## src/rtl/coprocessor0_pkg.sv

```systemverilog
// Shared CPU constants for coprocessor 0: register numbers, exception codes
// and the packed Status/Cause layouts.
package coprocessor0_pkg;

  localparam logic [4:0] CP0_BADVADDR = 5'd8;
  localparam logic [4:0] CP0_COUNT    = 5'd9;
  localparam logic [4:0] CP0_COMPARE  = 5'd11;
  localparam logic [4:0] CP0_STATUS   = 5'd12;
  localparam logic [4:0] CP0_CAUSE    = 5'd13;
  localparam logic [4:0] CP0_EPC      = 5'd14;

  localparam logic [4:0] EXC_INT  = 5'h00;
  localparam logic [4:0] EXC_ADEL = 5'h04;
  localparam logic [4:0] EXC_ADES = 5'h05;
  localparam logic [4:0] EXC_SYS  = 5'h08;
  localparam logic [4:0] EXC_BP   = 5'h09;
  localparam logic [4:0] EXC_RI   = 5'h0a;
  localparam logic [4:0] EXC_CPU  = 5'h0b;
  localparam logic [4:0] EXC_OV   = 5'h0c;

  typedef struct packed {
    logic [8:0] rsv31_23;
    logic       bev;
    logic [5:0] rsv21_16;
    logic [7:0] im;
    logic [5:0] rsv7_2;
    logic       exl;
    logic       ie;
  } status_t;

  typedef struct packed {
    logic        bd;
    logic [14:0] rsv30_16;
    logic [7:0]  ip;
    logic        rsv7;
    logic [4:0]  exc_code;
    logic [1:0]  rsv1_0;
  } cause_t;

endpackage

```

## src/rtl/cp0_timer.sv

```systemverilog
// Count/Compare timer: Count advances every second cycle, IP7 latches on a
// Count==Compare match until Compare is rewritten.
module cp0_timer (
  input  logic        clk,
  input  logic        rst,
  input  logic        count_wen,
  input  logic        compare_wen,
  input  logic [31:0] write_data,
  output logic [31:0] count,
  output logic [31:0] compare,
  output logic        timer_int
);

  logic toggle;

  always_ff @(posedge clk) begin
    if (!rst) begin
      count     <= '0;
      compare   <= '0;
      toggle    <= 1'b0;
      timer_int <= 1'b0;
    end else begin
      if (count_wen) begin
        count  <= write_data;
        toggle <= 1'b0;
      end else begin
        toggle <= ~toggle;
        if (toggle) count <= count + 32'd1;
      end
      if (compare_wen) compare <= write_data;
      // A Compare write acknowledges the interrupt even if a match is seen now.
      if (compare_wen)
        timer_int <= 1'b0;
      else if (count == compare)
        timer_int <= 1'b1;
    end
  end

endmodule

```

## src/rtl/coprocessor0.sv

```systemverilog
// Coprocessor 0: Status/Cause/EPC/BadVAddr state, mfc0/mtc0 access and
// exception/eret bookkeeping; timer state lives in cp0_timer.
module coprocessor0
  import coprocessor0_pkg::*;
(
  input  logic        clk,
  input  logic        rst,
  input  logic        stall,
  input  logic [4:0]  read_addr,
  input  logic [2:0]  read_sel,
  output logic [31:0] read_data,
  input  logic        write_en,
  input  logic [4:0]  write_addr,
  input  logic [2:0]  write_sel,
  input  logic [31:0] write_data,
  input  logic        exp_en,
  input  logic        exl_clean,
  input  logic        exp_bd,
  input  logic        exp_bad_vaddr_wen,
  input  logic [4:0]  exp_code,
  input  logic [31:0] exp_epc,
  input  logic [31:0] exp_bad_vaddr,
  input  logic [5:0]  hw_int,
  output logic [31:0] epc_address,
  output logic        allow_interrupt,
  output logic [7:0]  interrupt_flag
);

  logic [7:0]  im;
  logic        exl, ie, bd, hw5;
  logic [4:0]  exc_code, ip_hw;
  logic [1:0]  ip_sw;
  logic [31:0] epc, bad_vaddr, count, compare;
  logic        timer_int;
  status_t     status_word;
  cause_t      cause_word;

  logic wr_ok, exc, eret;
  assign wr_ok = write_en && !stall && (write_sel == 3'd0);
  assign exc   = exp_en && !stall;
  assign eret  = exl_clean && !stall;

  cp0_timer u_timer (
    .clk         (clk),
    .rst         (rst),
    .count_wen   (wr_ok && write_addr == CP0_COUNT),
    .compare_wen (wr_ok && write_addr == CP0_COMPARE),
    .write_data  (write_data),
    .count       (count),
    .compare     (compare),
    .timer_int   (timer_int)
  );

  // Exception/eret assignments come last so they override a same-cycle mtc0.
  always_ff @(posedge clk) begin
    if (!rst) begin
      im <= '0; exl <= 1'b0; ie <= 1'b0; bd <= 1'b0; hw5 <= 1'b0;
      exc_code <= '0; ip_hw <= '0; ip_sw <= '0;
      epc <= '0; bad_vaddr <= '0;
    end else begin
      ip_hw <= hw_int[4:0];
      hw5   <= hw_int[5];
      if (wr_ok && write_addr == CP0_STATUS) begin
        im  <= write_data[15:8];
        exl <= write_data[1];
        ie  <= write_data[0];
      end
      if (wr_ok && write_addr == CP0_CAUSE) ip_sw <= write_data[9:8];
      if (wr_ok && write_addr == CP0_EPC) epc <= write_data;
      if (exc) begin
        if (!exl) begin
          epc <= exp_epc;
          bd  <= exp_bd;
        end
        exl      <= 1'b1;
        exc_code <= exp_code;
        if (exp_bad_vaddr_wen) bad_vaddr <= exp_bad_vaddr;
      end else if (eret) begin
        exl <= 1'b0;
      end
    end
  end

  always_comb begin
    status_word     = '0;
    status_word.bev = 1'b1;
    status_word.im  = im;
    status_word.exl = exl;
    status_word.ie  = ie;
    cause_word          = '0;
    cause_word.bd       = bd;
    cause_word.ip       = {timer_int | hw5, ip_hw, ip_sw};
    cause_word.exc_code = exc_code;
  end

  always_comb begin
    read_data = '0;
    if (read_sel == 3'd0) begin
      case (read_addr)
        CP0_BADVADDR: read_data = bad_vaddr;
        CP0_COUNT:    read_data = count;
        CP0_COMPARE:  read_data = compare;
        CP0_STATUS:   read_data = status_word;
        CP0_CAUSE:    read_data = cause_word;
        CP0_EPC:      read_data = epc;
        default:      read_data = '0;
      endcase
    end
  end

  assign epc_address     = epc;
  assign allow_interrupt = ie && !exl;
  assign interrupt_flag  = cause_word.ip & status_word.im;

endmodule
```

## config.mk

```make
export PLATFORM = sky130hd
export DESIGN_NAME = coprocessor0
export DESIGN_NICKNAME = d
export VERILOG_FILES = /design/src/rtl/coprocessor0_pkg.sv /design/src/rtl/cp0_timer.sv /design/src/rtl/coprocessor0.sv
export SDC_FILE = /design/constraint.sdc
export NUM_CORES = 1
export LEC_CHECK = 0
export ABC_AREA = 1
export CAP_MARGIN = 10
export CORE_ASPECT_RATIO = 0.6
export CORE_UTILIZATION = 51
export DETAILED_ROUTE_END_ITERATION = 10
export PLACE_DENSITY = 0.81
export SYNTH_ARGS = -nofsm -noshare
export SYNTH_HDL_FRONTEND = slang
export SYNTH_SLANG_ARGS = --single-unit
```

## constraint.sdc

```tcl
create_clock -name clk -period 2 [get_ports clk]
set_input_delay 0.2 -clock clk [delete_from_list [all_inputs] [get_ports clk]]
set_output_delay 0.2 -clock clk [all_outputs]
set_load 0.01 [all_outputs]
```

# Word-level counts from Yosys, hierarchy flattened
# Cells that the tools add are included.
# word_totals
reg_bits,154
input_bits,131
output_inout_bits,73
elab_cells,62
# classes
addsub,1
eq_ne,12
muxes,10
bitwise,5
n_reduce_logical,20
# op_table
operator,count
32-bit two-way mux,6
32-bit one-hot mux with 6 select lines,1
5-bit by 4-bit equality test with 1-bit output (second input constant),11
32-bit by 1-bit adder with 32-bit output (second input constant),1
32-bit equality test,1
1-bit logical AND,10
8-bit bitwise AND,1
3-bit zero test,2
2-bit AND reduction,2
2-bit OR reduction,2
1-bit two-way mux,3
1-bit NOT,3
3-bit nonzero test,1
1-bit zero test,2
2-bit nonzero test,1
1-bit bitwise OR,1

# Longest topological paths before layout
# logic_depth
ltp_word,7
ltp_mapped,11
depth_no_buf,11

# Hierarchy
# A second synthesis with hierarchy kept.
# unflattened
hier_cells,1457
area_unflattened_um2,9003.6
# modules_own_cells
mod,instances,cells_each,area_per_inst_um2,seq_area_each_um2
coprocessor0,1,891,5228.8,1761.7
cp0_timer,1,566,3774.9,1321.3

# Worst setup path after synthesis
# Ideal clock, no wire load.
# synth_path
path_type,register -> register
from,register u_timer.count[1]
to,register u_timer.count[22]
setup_ns,0.128
t_arrival_ns,1.454
t_required_ns,1.872
setup_slack_ns,0.418
stages_incl_launch_ff,11
n_path_buf,0
period_less_slack_ns,1.582
cell_sequence,dfxtp_1 ha_1 nand2_1 nor2_1 nand2_1 nor2_1 nand2_1 nand2_1 nand2_1 a21oi_1 nor2_1
# synth_via
elab_chain_cells,3
# synth_rtl
element,line_no,source
from (decl),cp0_timer.sv:9,"output logic [31:0] count,"
from (signal assigned),cp0_timer.sv:24,count <= write_data;
from (signal assigned),cp0_timer.sv:28,if (toggle) count <= count + 32'd1;
32-bit by 1-bit adder with 32-bit output,cp0_timer.sv:28,
32-bit two-way mux,cp0_timer.sv:28,
32-bit two-way mux,cp0_timer.sv:23,if (count_wen) begin
# Every way passes these cells. The select of a mux whose other input is x is not followed.
# A chain may end at the register's enable or synchronous reset.

# Final worst setup path
# layout_path
from,input port read_addr[1]
to,output port read_data[22]
# layout_via
elab_chain_cells,3
elab_cells_between_ends,8
classes_between,6 x eq/ne; 2 x mux
# layout_rtl
element,line_no,source
from (decl),coprocessor0.sv:9,"input logic [4:0] read_addr,"
5-bit by 4-bit equality test with 1-bit output,coprocessor0.sv:99,case (read_addr)
32-bit one-hot mux with 6 select lines *,coprocessor0.sv:99,
32-bit two-way mux *,coprocessor0.sv:98,if (read_sel == 3'd0) begin
to (decl),coprocessor0.sv:11,"output logic [31:0] read_data,"
# Mark *: on every way between the ends. The rest lies on a longest branch, timed or not.

==> run metrics <==
Worst Max-Slew Pin Slew=0.657 ns; GRT Residual Overflow=0; first-pass GRT wire length=54900 um; area grow syn2layout=40.5%; Max Freq=512 MHz; run status=completed; Worst R2R Path Depth=10; GRT Total Usage=41.5%; commonest non-fill, non-tap cell in the layout=nand2_1; crit path kind=in2out; R2R Setup Slk=0.14 ns; # DRC=0; DR vias=10720; Max Slew Vio Count=0; crit path from=read_addr[1]; reg-to-reg critical path endpoint=u_timer.count[10]; crit path capture=read_data[22]; H-tree depth=4; fraction of layout cells with a size suffix above 1=11.5%; Req. time, crit path=1.80 ns; Num CTS Buffers=17; worst hold-check path type=in2reg; most frequent cells in the layout=nand2_1, nor2_1, inv_1; Syn Area/Cell=6.06 um^2; root buf cell=clkbuf_16; cts hold-fix bufs=0; Skew-Pair Late Insertion Delay=0.42 ns; final WL=36900 um; dpl cells=1872; largest net degree at the start of global routing=63; Cell Pwr Density=613 nW/um^2; Crit path max-delay family=buffers and inverters; antenna violations before repair=3; most frequent CP cell=buf_4; Crit. path cell count=9; GPL Wtd Cong=1.02; NumNets Final=1808; mapped cell area=8770 um^2; Pleak=5.17 nW; clock skew=0.00864 ns; Reg-to-Reg Start=u_timer.count[0]; IO Pins=204; cell taking the most area after synthesis=dfxtp_1; Final Cycle Share=97.7%; final cell count without fillers=1918; worst hold slack=0.196 ns; post-synthesis sequential area ratio=35.2%; fin area=12300 um^2; total power=0.00755 W; PortBufs=203; # clock sinks=154; unrepaired setup endpoints after global routing=true; chip width=171 um; endpoints failing hold=0; CP max-delay cell=dlygate4sd2_1; DR vias/cell=5.59; Detail Route Antenna Nets=0; 1st-pass router iterations=6; largest cells by area after synthesis=dfxtp_1, nand2_1, nor2_1, inv_1, nand3_1; Rel. slew slack=56.1%; Initial Utilization=53.0%; CTS tree=done; FP Rows=36; Die Area=17700 um^2; Max Cap Violations=0; drt wl/cell=19.2 um; core area=16500 um^2; # setup viols final=0; syn nets=1578; Yosys top cell area share=35.2%; vias in the first global route=9413; #FFs+latches synth=154; CP startpoint kind=primary input; crit-path cells=dlygate4sd2_1, nor2_2, nand3_2, buf_4, buf_4, o22ai_2, inv_1, a31oi_1, clkdlybuf4s15_2; crit path time final=1.95 ns; Final Util=74.5%; Setup crit end kind=output port; 1st-iter DRT viols=1603; Max Fanout on Critical Path=6; Post-Syn Instances=1446; die height=104 um; Yosys cell types=29; WP buf/inv=5; worst vdd ir=0.000592 V; CTS max path bufs=2; crit-path max cell delay=0.30 ns; Ys Warns=0; CP arrival=1.75 ns; Area after DPL=11400 um^2; Worst-path clk slew=0.07 ns; DP Wirelength=27500 um
per-layer routing:
| layer | routed length (um) | track usage (%) |
|---|---|---|
| met1 | 16000 | 64.8 |
| met2 | 13400 | 52.3 |
| met3 | 6760 | 16.3 |
| met4 | 582 | 7.14 |
| met5 | 34 | 0 |
metrics by stage:
stage | setup slack [ns] | TNS [ns]
after floorplan | 0.418 | 0
after global placement | -0.498 | -16.24
after detailed placement | -0.524 | -16.79
after CTS | -0.0249 | -0.0444
after global routing | -0.0254 | -0.0475
final | 0.0460 | 0
cells in the mapped netlist (all sizes together):
cell	n
a21oi	115
nor4	4
o22ai	32
buf	21
nor3	11
xnor2	24
clkinv	2
nand2	342
o21a	1
nor2	215
o21ai	122
a31oi	7
dfxtp	154
a22oi	1
inv	196
ha	1
nand4	3
xor2	7
nand3	133
clkbuf	54
or3	1
flip-flops by register name (all words and copies together), names as in the netlist, 2 cells and up:
register,flops
bad_vaddr,32
epc_address,32
exc_code,5
im,8
ip_hw,5
ip_sw,2
u_timer.compare,32
u_timer.count,32
area by class of cell:
type	count	area, um^2
Clock inverter	13	134
Clock buffer	19	453
Tap cell	228	285
Timing Repair Buffer	286	2780
Fill cell	1402	4210
Sequential cell	154	3080
Antenna cell	1	2.50
Multi-Input combinational cell	1019	4830
Inverter	198	751
worst reg2reg max path: stages (launching register included):
cell and delay [ns]:
dfxtp_1 0.40, ha_1 0.20, nand2_1 0.08, nor2_2 0.20
nand2_2 0.13, nor2_1 0.32, nand2_1 0.10, nand2_1 0.09
nor2_1 0.05, nor2_1 0.12, nor2_1 0.05
cells by family (layout without fill, tap and decap cells):
logic type               count (synthesis)  count (layout)  share of synthesized area, %
adder cells (fa/ha/maj)                  1               1                         0.143
AO/OA/AOI/OAI                          278             278                          16.5
XOR/XNOR                                31              31                          3.10
flip-flops                             154             154                          35.2
buffers and inverters                  273             516                          11.9
other                                    0               1                             0
AND/OR/NAND/NOR                        709             709                          33.2
worst min path at each step:
stage / cells after the start / startpoint / endpoint
after floorplan: 2 / hw_int[5] / hw5
after global placement: 2 / u_timer.timer_int / u_timer.timer_int
after detailed placement: 2 / u_timer.timer_int / u_timer.timer_int
after CTS: 3 / rst / u_timer.count[18]
after global routing: 3 / rst / u_timer.count[18]
final: 3 / rst / u_timer.count[18]
what timing repair did:
action                     CTS  global route
setup buffers                8             2
gates cloned                 3             0
gates resized for setup    116            45
pin swaps                    9            11
setup endpoints to repair   32            41
report_power, final:
part / switching, W / total [W] / internal (W)
Clock: 0.00142 / 0.00323 / 0.00182
Sequential: 0.0000935 / 0.00326 / 0.00317
Combinational: 0.000550 / 0.00105 / 0.000501
Power figures use the tool's default switching activity.
